$ cat src/rtl/soc_ctrl_seq_pkg.sv
`default_nettype none
// ============================================================================
//  Module      : soc_ctrl_seq_pkg
//  Description : Shared types and helpers for the power-domain clock/reset
//                sequencer: FSM state encoding, latched command record and
//                find-first / find-last selection functions.
//  Revision    : 1.0 - initial release
// ============================================================================
package soc_ctrl_seq_pkg;

    // Widest domain vector the sequencer supports; narrower configurations
    // zero-extend into these types.
    localparam int unsigned MAX_DOM   = 16;
    localparam int unsigned MAX_IDX_W = 4;

    typedef enum logic [3:0] {
        IDLE     = 4'd0,
        CLK_ON   = 4'd1,
        CLK_WAIT = 4'd2,
        RST_REL  = 4'd3,
        RST_WAIT = 4'd4,
        RST_ASRT = 4'd5,
        RST_HOLD = 4'd6,
        CLK_OFF  = 4'd7,
        CLK_HOLD = 4'd8,
        DONE     = 4'd9
    } seq_state_e;

    // Direction and remaining-domain mask of the command being executed.
    typedef struct packed {
        logic               on;
        logic [MAX_DOM-1:0] mask;
    } seq_cmd_t;

    // Index of the lowest set bit (0 when the vector is empty).
    function automatic logic [MAX_IDX_W-1:0] find_first(input logic [MAX_DOM-1:0] v);
        logic [MAX_IDX_W-1:0] idx;
        idx = '0;
        for (int i = MAX_DOM - 1; i >= 0; i--) begin
            if (v[i]) idx = MAX_IDX_W'(i);
        end
        return idx;
    endfunction

    // Index of the highest set bit (0 when the vector is empty).
    function automatic logic [MAX_IDX_W-1:0] find_last(input logic [MAX_DOM-1:0] v);
        logic [MAX_IDX_W-1:0] idx;
        idx = '0;
        for (int i = 0; i < MAX_DOM; i++) begin
            if (v[i]) idx = MAX_IDX_W'(i);
        end
        return idx;
    endfunction

endpackage
`default_nettype wire

$ cat src/rtl/soc_ctrl_seq_wait_cnt.sv
`default_nettype none
// ============================================================================
//  Module      : soc_ctrl_seq_wait_cnt
//  Description : Loadable saturating down counter used for every settle gap
//                of the sequencer. zero_o flags the end of the gap.
//  Revision    : 1.0 - initial release
// ============================================================================
module soc_ctrl_seq_wait_cnt #(
    parameter int unsigned CNT_W = 4
) (
    input  logic             clk_i,
    input  logic             arst_i,
    input  logic             load_i,
    input  logic [CNT_W-1:0] load_val_i,
    output logic             zero_o
);

    logic [CNT_W-1:0] cnt_q;

    // Load on request, otherwise count down and hold at zero.
    always_ff @(posedge clk_i or posedge arst_i) begin
        if (arst_i) begin
            cnt_q <= '0;
        end else if (load_i) begin
            cnt_q <= load_val_i;
        end else if (cnt_q != '0) begin
            cnt_q <= cnt_q - CNT_W'(1);
        end
    end

    assign zero_o = (cnt_q == '0);

endmodule
`default_nettype wire

$ cat src/rtl/soc_ctrl_clk_rst_seq.sv
`default_nettype none
// ============================================================================
//  Module      : soc_ctrl_clk_rst_seq
//  Description : Power-domain bring-up / shut-down sequencer. Raises clock
//                enable then releases reset per domain in ascending order on
//                power-up; asserts reset then gates the clock in descending
//                order on power-down, with programmable settle gaps.
//  Options     : SOC_CTRL_SEQ_STATUS_EN adds cur_dom_o / state_o debug ports.
//  Revision    : 1.0 - initial release
// ============================================================================
module soc_ctrl_clk_rst_seq
    import soc_ctrl_seq_pkg::*;
#(
    parameter int unsigned NUM_DOM    = 4,
    parameter int unsigned CLK_SETTLE = 4,
    parameter int unsigned RST_SETTLE = 8
) (
    input  logic               clk_i,
    input  logic               arst_i,
    input  logic               cmd_valid_i,
    output logic               cmd_ready_o,
    input  logic               cmd_on_i,
    input  logic [NUM_DOM-1:0] cmd_mask_i,
    output logic [NUM_DOM-1:0] clk_en_o,
    output logic [NUM_DOM-1:0] arst_no,
    output logic [NUM_DOM-1:0] dom_on_o,
    output logic               busy_o,
    output logic               done_o
`ifdef SOC_CTRL_SEQ_STATUS_EN
    ,
    output logic [((NUM_DOM > 1) ? $clog2(NUM_DOM) : 1)-1:0] cur_dom_o,
    output logic [3:0]                                        state_o
`endif
);

    localparam int unsigned IDX_W      = (NUM_DOM > 1) ? $clog2(NUM_DOM) : 1;
    localparam int unsigned MAX_SETTLE = (CLK_SETTLE > RST_SETTLE) ? CLK_SETTLE : RST_SETTLE;
    localparam int unsigned CNT_W      = $clog2(MAX_SETTLE + 1);
    localparam logic [CNT_W-1:0] CLK_LOAD = CNT_W'(CLK_SETTLE - 1);
    localparam logic [CNT_W-1:0] RST_LOAD = CNT_W'(RST_SETTLE - 1);

    seq_state_e         state_q, state_d;
    seq_cmd_t           cmd_q, cmd_d;
    logic [NUM_DOM-1:0] clk_en_q, clk_en_d;
    logic [NUM_DOM-1:0] rel_q, rel_d;       // reset released (active-high view)
    logic [NUM_DOM-1:0] dom_on_q, dom_on_d;

    logic [NUM_DOM-1:0] w_acc_eff;
    logic [IDX_W-1:0]   w_acc_sel;
    logic [IDX_W-1:0]   w_cur_sel;
    logic               w_cnt_zero;

    logic               cnt_load;
    logic [CNT_W-1:0]   cnt_val;
    logic               go;
    logic               go_on;
    logic [IDX_W-1:0]   go_sel;

    // Effective mask skips domains already in the requested state.
    assign w_acc_eff = cmd_on_i ? (cmd_mask_i & ~dom_on_q) : (cmd_mask_i & dom_on_q);
    assign w_acc_sel = cmd_on_i ? IDX_W'(find_first(MAX_DOM'(w_acc_eff)))
                                : IDX_W'(find_last(MAX_DOM'(w_acc_eff)));
    // Domain in progress: the remaining mask only loses its bit when the
    // domain finishes, so this stays stable for the whole domain.
    assign w_cur_sel = cmd_q.on ? IDX_W'(find_first(cmd_q.mask))
                                : IDX_W'(find_last(cmd_q.mask));

    soc_ctrl_seq_wait_cnt #(
        .CNT_W (CNT_W)
    ) u_wait_cnt (
        .clk_i      (clk_i),
        .arst_i     (arst_i),
        .load_i     (cnt_load),
        .load_val_i (cnt_val),
        .zero_o     (w_cnt_zero)
    );

    // State and output registers; reset drops every domain at once.
    always_ff @(posedge clk_i or posedge arst_i) begin
        if (arst_i) begin
            state_q  <= IDLE;
            cmd_q    <= '0;
            clk_en_q <= '0;
            rel_q    <= '0;
            dom_on_q <= '0;
        end else begin
            state_q  <= state_d;
            cmd_q    <= cmd_d;
            clk_en_q <= clk_en_d;
            rel_q    <= rel_d;
            dom_on_q <= dom_on_d;
        end
    end

    // Next-state: each output edge is taken on the transition that ends the
    // preceding gap, so outputs come straight from registers.
    always_comb begin
        state_d  = state_q;
        cmd_d    = cmd_q;
        clk_en_d = clk_en_q;
        rel_d    = rel_q;
        dom_on_d = dom_on_q;
        cnt_load = 1'b0;
        cnt_val  = '0;
        go       = 1'b0;
        go_on    = cmd_q.on;
        go_sel   = w_cur_sel;

        unique case (state_q)
            IDLE: begin
                if (cmd_valid_i) begin
                    cmd_d.on   = cmd_on_i;
                    cmd_d.mask = MAX_DOM'(w_acc_eff);
                    if (w_acc_eff == '0) begin
                        state_d = DONE;
                    end else begin
                        go     = 1'b1;
                        go_on  = cmd_on_i;
                        go_sel = w_acc_sel;
                    end
                end
            end
            // Dispatch cycle between domains.
            CLK_ON, RST_ASRT: begin
                if (cmd_q.mask == '0) begin
                    state_d = DONE;
                end else begin
                    go = 1'b1;
                end
            end
            CLK_WAIT: begin
                if (w_cnt_zero) begin
                    rel_d[w_cur_sel] = 1'b1;
                    cnt_load         = 1'b1;
                    cnt_val          = RST_LOAD;
                    state_d          = RST_REL;
                end
            end
            RST_REL, RST_WAIT: begin
                if (w_cnt_zero) begin
                    dom_on_d[w_cur_sel] = 1'b1;
                    cmd_d.mask          = cmd_q.mask & ~(MAX_DOM'(1) << w_cur_sel);
                    state_d             = CLK_ON;
                end else begin
                    state_d = RST_WAIT;
                end
            end
            RST_HOLD: begin
                if (w_cnt_zero) begin
                    clk_en_d[w_cur_sel] = 1'b0;
                    cnt_load            = 1'b1;
                    cnt_val             = CLK_LOAD;
                    state_d             = CLK_OFF;
                end
            end
            CLK_OFF, CLK_HOLD: begin
                if (w_cnt_zero) begin
                    dom_on_d[w_cur_sel] = 1'b0;
                    cmd_d.mask          = cmd_q.mask & ~(MAX_DOM'(1) << w_cur_sel);
                    state_d             = RST_ASRT;
                end else begin
                    state_d = CLK_HOLD;
                end
            end
            DONE: begin
                state_d = IDLE;
            end
            default: begin
                state_d = IDLE;
            end
        endcase

        // Launch a domain: clock first on power-up, reset first on power-down.
        if (go) begin
            cnt_load = 1'b1;
            if (go_on) begin
                clk_en_d[go_sel] = 1'b1;
                cnt_val          = CLK_LOAD;
                state_d          = CLK_WAIT;
            end else begin
                rel_d[go_sel] = 1'b0;
                cnt_val       = RST_LOAD;
                state_d       = RST_HOLD;
            end
        end
    end

    assign clk_en_o    = clk_en_q;
    assign arst_no     = rel_q;
    assign dom_on_o    = dom_on_q;
    assign cmd_ready_o = (state_q == IDLE);
    assign busy_o      = (state_q != IDLE);
    assign done_o      = (state_q == DONE);

`ifdef SOC_CTRL_SEQ_STATUS_EN
    assign cur_dom_o = (state_q == IDLE) ? '0 : w_cur_sel;
    assign state_o   = state_q;
`endif

endmodule
`default_nettype wire

$ cat config.mk
export PLATFORM = sky130hd
export DESIGN_NAME = soc_ctrl_clk_rst_seq
export DESIGN_NICKNAME = d
export VERILOG_FILES = /design/src/rtl/soc_ctrl_seq_pkg.sv /design/src/rtl/soc_ctrl_seq_wait_cnt.sv /design/src/rtl/soc_ctrl_clk_rst_seq.sv
export SDC_FILE = /design/constraint.sdc
export NUM_CORES = 1
export LEC_CHECK = 0
export CAP_MARGIN = 20
export CORE_MARGIN = 1.5
export CORE_UTILIZATION = 55
export DETAILED_ROUTE_END_ITERATION = 10
export GPL_TIMING_DRIVEN = 0
export PLACE_DENSITY = 0.78
export SLEW_MARGIN = 30
export SYNTH_ARGS = -nofsm -noshare
export SYNTH_HDL_FRONTEND = slang
export SYNTH_SLANG_ARGS = --single-unit
export TNS_END_PERCENT = 50
$ cat constraint.sdc
create_clock -name clk_i -period 4.05 [get_ports clk_i]
set_input_delay 0.81 -clock clk_i [delete_from_list [all_inputs] [get_ports clk_i]]
set_output_delay 0.81 -clock clk_i [all_outputs]
set_load 0.005 [all_outputs]
# Word-level counts from Yosys, hierarchy flattened
# Cells that the tools add are included.
[totals]
regBits = 37
out_inout_bits = 15
wordCells = 153
[op_classes]
add_sub_neg = 1
n_lt_le_gt_ge = 4
n_eq_ne = 18
shift = 1
n_mux = 89
bitwise_logic = 13
reduce_logical = 20
[op_table]
columns = ["cell", "count"]
rows = [
  ["$mux W2", 42],
  ["$mux W4", 21],
  ["$mux W16", 2],
  ["$pmux W16 S2", 1],
  ["$pmux W4 S6", 1],
  ["$and A4 B4 Y4", 5],
  ["$and A16 B16 Y16", 1],
  ["$eq A4 B3 Y1 const B", 4],
  ["$logic_not A16 Y1", 1],
  ["$not A16 Y16", 1],
  ["$shl A1 B2 Y16 const A", 1],
  ["$mux W1", 13],
  ["$logic_not A4 Y1", 3],
  ["$mux W3", 4],
  ["$not A4 Y4", 3],
  ["$or A4 B4 Y4", 3],
  ["$ne A3 B2 Y1 const B", 3],
  ["$eq A4 B2 Y1 const B", 2],
  ["$eq A4 B4 Y1 const B", 2],
  ["$pmux W4 S2", 1],
  ["$reduce_bool A4 Y1", 2],
  ["$reduce_or A2 Y1", 4],
  ["$lt A2 B3 Y1 const B", 2],
  ["$ne A2 B1 Y1 const B", 3],
  ["other kinds (15)", 21],
]

# Longest topological paths before layout
# Gate-level depths: netlist (run 1).
[depth]
word_depth = 28
ltp_mapped = 7
mapped_depth_nobuf = 7

# Hierarchy
# A second synthesis (run 1) with hierarchy kept.
[hier_totals]
hier_cells = 203
hier_area_um2 = 1705.4
[by_module_without_submodules]
columns = ["module", "instances", "cells_each", "area_per_inst_um2", "seq_area_each_um2"]
rows = [
  ["soc_ctrl_clk_rst_seq", 1, 180, 1468.9, 525.5],
  ["soc_ctrl_seq_wait_cnt", 1, 23, 236.5, 100.1],
]

# Worst setup path after synthesis (run 1)
# OpenSTA, ideal clock, no wires.
[synth_timing]
path_type = "in2reg"
from = "input port cmd_mask_i[1]"
to = "register state_q[2]"
setup_ns = 0.131
arrival_ns = 2.076
required_ns = 3.919
slack_ns = 1.843
path_stages = 5
path_buffers = 0
path_cell_list = "a221o_1 -> o31ai_4 -> a31oi_4 -> a22o_1 -> or3_1"
[synth_via]
elab_chain_cells = 8
[synth_rtl]
columns = ["item", "line_no", "source"]
rows = [
  ["from (decl)", "soc_ctrl_clk_rst_seq.sv:23", "input logic [NUM_DOM-1:0] cmd_mask_i,"],
  ["$and A4 B4 Y4", "soc_ctrl_clk_rst_seq.sv:60", "assign w_acc_eff = cmd_on_i ? (cmd_mask_i & ~dom_on_q) : (cmd_mask_i & dom_on_q);"],
  ["$mux W4 (*)", "soc_ctrl_clk_rst_seq.sv:60", ""],
  ["$logic_not A4 Y1 (*)", "soc_ctrl_clk_rst_seq.sv:114", "if (w_acc_eff == '0) begin"],
  ["$mux W1", "soc_ctrl_clk_rst_seq.sv:114", ""],
  ["$mux W1", "soc_ctrl_clk_rst_seq.sv:111", "if (cmd_valid_i) begin"],
  ["$pmux W1 S2 / $mux W1 (equally long branches)", "soc_ctrl_clk_rst_seq.sv:109", "unique case (state_q)"],
  ["$ne A3 B2 Y1 (no line) (tied with other cells)", "-", ""],
  ["$reduce_and A5 Y1 (no line) / $mux W4 (equally long branches)", "-", ""],
  ["to (signal assigned)", "soc_ctrl_clk_rst_seq.sv:87", "state_q <= state_d;"],
  ["to (decl)", "soc_ctrl_clk_rst_seq.sv:42", "seq_state_e state_q, state_d;"],
]
# Mark *: on every way between the ends. The rest lies on a longest branch, timed or not.
# A chain may end at the register's enable or synchronous reset.

# Worst setup path after layout (run 1)
[layout_timing]
from = "register state_q[3]"
to = "output port cmd_ready_o"
[layout_via]
elab_chain_cells = 1
[layout_rtl]
columns = ["item", "line_no", "source"]
rows = [
  ["$logic_not A4 Y1", "soc_ctrl_clk_rst_seq.sv:191", "assign cmd_ready_o = (state_q == IDLE);"],
  ["to (decl)", "soc_ctrl_clk_rst_seq.sv:21", "output logic cmd_ready_o,"],
]
# No other way between the ends.

==> results of run 1 <==
worst paths after layout:
check                           depth (start not counted)                start             endpoint  slack [ns]
worst max register to register                          6  u_wait_cnt.cnt_q[0]           state_q[0]        1.81
max in group asynchronous                               2               arst_i           arst_no[2]        2.86
worst min register to register                          1          clk_en_o[3]          clk_en_o[3]        0.52
min in group asynchronous                               2               arst_i  u_wait_cnt.cnt_q[0]        0.82
worst max-delay path                                    3           state_q[3]          cmd_ready_o        1.36
worst min-delay path                                    1          clk_en_o[3]          clk_en_o[3]        0.52
flip-flops by register name (all words and copies together), names as in the netlist:
| register | cells |
|---|---|
| arst_no | 4 |
| clk_en_o | 4 |
| cmd_q | 5 |
| dom_on_o | 4 |
| state_q | 4 |
| u_wait_cnt.cnt_q | 4 |
where the power goes:
group / internal (uW) / switching [uW]
registers: 352 / 104
clock network: 37.2 / 80.1
logic: 361 / 415
cell type report:
| cell class | count | area [sq um] | area share [%] |
|---|---|---|---|
| multi-input cells | 136 | 897.1 | 47.99 |
| flip-flops and latches | 25 | 625.6 | 33.47 |
| repair buffers | 22 | 220.2 | 11.78 |
| well taps | 31 | 38.79 | 2.075 |
| inverters | 9 | 33.78 | 1.807 |
| plain buffers | 5 | 26.28 | 1.406 |
| clock buffers | 3 | 22.52 | 1.205 |
| clock inverters | 1 | 5.005 | 0.2677 |
worst max-delay path, stage by stage, from the launching register on:
cell,delay [ns]
dfrtp_1,0.40
buf_4,0.17
nor4_4,0.41
clkdlybuf4s50_1,0.58
cell families (layout without fill, tap and decap cells):
logic type      count (synthesis)  count (layout)  share of synthesized area [%]
compound gates                 64              64                          29.49
buf+inv                        14              40                          3.794
flops                          25              25                          39.53
mux                             3               3                          1.976
xor+xnor                        5               5                          2.767
simple gates                   63              63                          21.66
fa+ha+maj                       1               1                         0.7904
placed cells by master (no fill, tap or decap), types with 3 or more instances in the layout:
cell / netlist / layout
a21oi_1: 17 / 17
a31oi_1: 5 / 5
a32o_1: 7 / 7
buf_2: 3 / 3
clkbuf_4: 0 / 3
clkdlybuf4s50_1: 0 / 22
dfrtp_1: 25 / 25
inv_1: 8 / 7
nand2_1: 16 / 16
nand2b_1: 5 / 5
nor2_1: 9 / 9
nor2b_1: 6 / 6
nor3_1: 8 / 8
nor4_1: 3 / 3
o21a_1: 3 / 3
o21ai_0: 11 / 11
xor2_1: 4 / 4
metrics by stage:
step | power, uW | hold slack [ns] | utilization (%) | cell area (sq um) | std cells
detailed placement | 1225 | 0.4802 | 67.37 | 1842 | 228
global route | 1442 | 0.5399 | 68.38 | 1869 | 232
global placement | 1195 | 0.4832 | 67.37 | 1842 | 228
CTS | 1344 | 0.5243 | 68.38 | 1869 | 232
floorplan | 942.9 | 0.4893 | - | 1583 | 175
finish | 1349 | 0.5209 | 68.38 | 1869 | 232
routing by layer:
metal  wire, um  up-vias
li1           -      718
met5          0        -
met1       1796      735
met2       1880       58
met4         60        0
met3        275        6
==> metrics.csv, run 1 <==
metric,value,unit
outcome,finished clean,
synth_edf_count,0,
setup_ws,1.360,ns
dieHeight,56.65,um
synth_cell_types,49,
clk_pin_slew,0.14,ns
async_flop_share,100.0,%
rsz0062_at_grt,false,
worst-slew-pin-transition,0.8089,ns
nets,211,
dp_slack,1.061,ns
clk_latency,0.33,ns
postCtsSetupBuffers,0,
clockBufferDepth,2,
period_minus_slack,2.690,ns
final_max_slew_viol_count,0,
final_antenna_net_count,0,
p_leak,0.0007476,uW
cts_tree,done,
drt-initial-drc-count,111,
die_x,56.65,um
cts_made_buffers,3,
synth_ff_type,dfrtp_1,
cts_max_level,1,
synth.net_count,184,
required,3.24,ns
core,2734,sq um
gp_congestion,0.8885,
seq_area_frac_synth,39.53,%
syn2layout_area_growth,18.10,%
initial_core_util,57.89,%
track_usage,26.61,%
power_density,721.5,nW/um^2
yosys_warnings,0,
rows,19,
hp-class,reg2reg,
drive_above_1_share,8.458,%
via_count,1517,
grt_pass1_vias,1446,
hold_buffers,0,
yosys.area.top_type,dfrtp_1,
yosysMostFrequentCell,dfrtp_1,
grt_max_degree,26,
gr-usage-met3,3.917,%
antenna_found_initial,0,
io_buffer_count,22,
num-fill-cells,218,
wl_per_cell,17.29,um
finalSetupViolations,0,
globalRoute.busiestLayer,met2,
drc_errors,0,
syn_inst,175,
tns,0,ns
irDropWorstVdd,0.0005422,V
synth_common_cells,"25 x dfrtp_1, 17 x a21oi_1, 16 x nand2_1, 11 x o21ai_0, 9 x nor2_1",
ys_ff_latch,25,
skew,0.003343,ns
cp-end-kind,output port,
cp_max_fo,10,
wl,4012,um
die_area,3209,sq um
gr-total-overflow,0,
met1_usage,37.44,%
syn_area_per_cell,9.044,sq um
synthTopCellsByArea,"dfrtp_1 40%, a21oi_1 5.4%, a32o_1 4.4%",
crit_type,reg2out,
period_share,66.42,%
grtUsageMet2,41.69,%
clock.fmax,371.8,MHz
cts_sinks,25,
synth_top_area_share,39.53,%
max_slew_margin,45.96,%
crit_arrival,1.88,ns
vias_per_cell,6.539,
diodes,0,
hold_viol,0,
grt_pass1_wl,6672,um
syn-cell-area,1583,sq um
io_pins,23,
hpwl,2987,um
cp-start-kind,flip-flop,
firstDrtPassIters,5,
cap_violations,0,
cts_resized,0,
ctsRootBufferMaster,clkbuf_4,
(Power assumes the default switching activity.)
==> inputs of run 2 (changes only) <==
Settings changed: CORE_UTILIZATION 55 to 48, PLACE_DENSITY 0.78 to 0.72.
Clock period 4.05 ns to 2.3 ns, I/O delays scaled along.
==> metrics.csv, run 2 (synthesis gave the netlist of run 1 again) <==
metric,value,unit
initial_core_util,51.01,%
firstDrtPassIters,4,
wl_per_cell,16.12,um
cp_max_fo,8,
startpoint,state_q[2],
via_count,1485,
cp-start-kind,flip-flop,
cts_made_buffers,3,
regToRegStartpoint,state_q[2],
grt_pass1_vias,1459,
final_antenna_net_count,0,
timing.rr.end,clk_en_o[1],
clock.fmax,444.8,MHz
mostFrequentLayoutCells,"24 x dfrtp_1, 22 x clkdlybuf4s50_1, 17 x a21oi_1",
core,3103,sq um
fin_total_pwr,2464,uW
cts_max_level,1,
hold_buffers,0,
clockBufferDepth,2,
crit_arrival,1.79,ns
drive_above_1_share,11.82,%
final_common_cell,dfrtp_1,
top_register,cmd_q,
outcome,finished clean,
p_leak,0.0007592,uW
period_minus_slack,2.248,ns
drc_errors,0,
die_x,60.43,um
route.met2.wl,1864,um
syn2layout_area_growth,21.82,%
cp-end-kind,output port,
clk_latency,0.35,ns
drt-initial-drc-count,90,
gp_congestion,0.8980,
irDropWorstVdd,0.0006452,V
rsz0062_at_grt,false,
dieHeight,60.43,um
vias_per_cell,6.012,
place_area,1858,sq um
wl_met1,1908,um
clk_pin_slew,0.17,ns
worst-slew-pin-transition,0.7465,ns
largest_reg_flops,5,
cts_tree,done,
rows,20,
ctsRootBufferMaster,clkbuf_4,
hp-class,in2async,
diodes,0,
max_slew_margin,49.85,%
hold_viol,0,
grt_max_degree,26,
wl,3982,um
die_area,3651,sq um
top_layer,met4,
gr-total-overflow,0,
crit_path_end,done_o,
finalInstanceArea,1928,sq um
finalSetupViolations,0,
track_usage,24.17,%
reg2reg_slack,0.19,ns
hpwl,2900,um
io_pins,23,
antenna_found_initial,0,
cts_sinks,25,
dr_wl_met3,179,um
grt_pass1_wl,6713,um
io_buffer_count,22,
final_max_slew_viol_count,0,
power_density,1278,nW/um^2
nets,213,
crit_type,reg2out,
required,1.84,ns
period_share,97.74,%
r2r_cells,6,
skew,0.01935,ns
cap_violations,0,
## run 2: cell count changes in the layout (fill, tap and decap cells not counted), sizes merged
cell	before	now
clkbuf	4	5
clkinvlp	0	1
buf	4	5
clkinv	1	0
## run 2: power by group
group / switching [uW] / leakage (uW) / total, uW / internal [uW]
clock: 156 / 0.0000139 / 223 / 66.8
sequential: 186 / 0.000310 / 808 / 621
combinational: 751 / 0.000435 / 1430 / 682
total: 1090 / 0.000759 / 2460 / 1370
## run 2: area by class of cell
type,instances,area (sq um)
sequential,25,626.9
fill,288,1175
clock buffer,3,22.52
multi-input combinational,136,918.4
buffer,5,28.78
inverter,9,33.78
tap,44,55.05
clock inverter,1,7.507
timing repair buffer,24,235.2
## run 2: worst min-delay path by stage
stage                startpoint           to  cells after the start
floorplan                arst_i   arst_no[0]                      1
global placement    clk_en_o[1]  clk_en_o[1]                      1
detailed placement  clk_en_o[0]  clk_en_o[0]                      1
CTS                 clk_en_o[0]  clk_en_o[0]                      1
global route             arst_i  clk_en_o[0]                      2
finish                   arst_i  clk_en_o[0]                      2
## run 2: stage by stage
step / hold WS [ns] / setup TNS [ns] / std cells / util, % / setup WS [ns]
2_1_floorplan: 0.4873 / 0 / 175 / - / 0.3159
3_3_place_gp: 0.4860 / -2.193 / 241 / 59.88 / -0.3448
3_5_place_dp: 0.4914 / -2.418 / 241 / 59.88 / -0.3818
4_1_cts: 0.5308 / 0 / 246 / 61.29 / 0.01911
5_1_grt: 0.5398 / 0 / 247 / 62.14 / 0.01045
6_report: 0.4409 / 0 / 247 / 62.14 / 0.05198
## run 2: repair_timing
action,in CTS,in global routing
resized for setup,1,7
pin swaps,1,1
endpoints found under the setup margin,3,6
setup buffers,1,1
## run 2: layer usage
metal,vias up,track usage [%]
met5,-,0
met4,0,5.280
met3,5,2.559
met2,46,38.98
met1,718,35.55
li1,716,-
## run 2: worst max-delay path, cell delays in order (launching register included)
cell and delay (ns):
dfrtp_2 0.50, nand2b_1 0.20, nor3b_1 0.21, clkdlybuf4s50_1 0.53
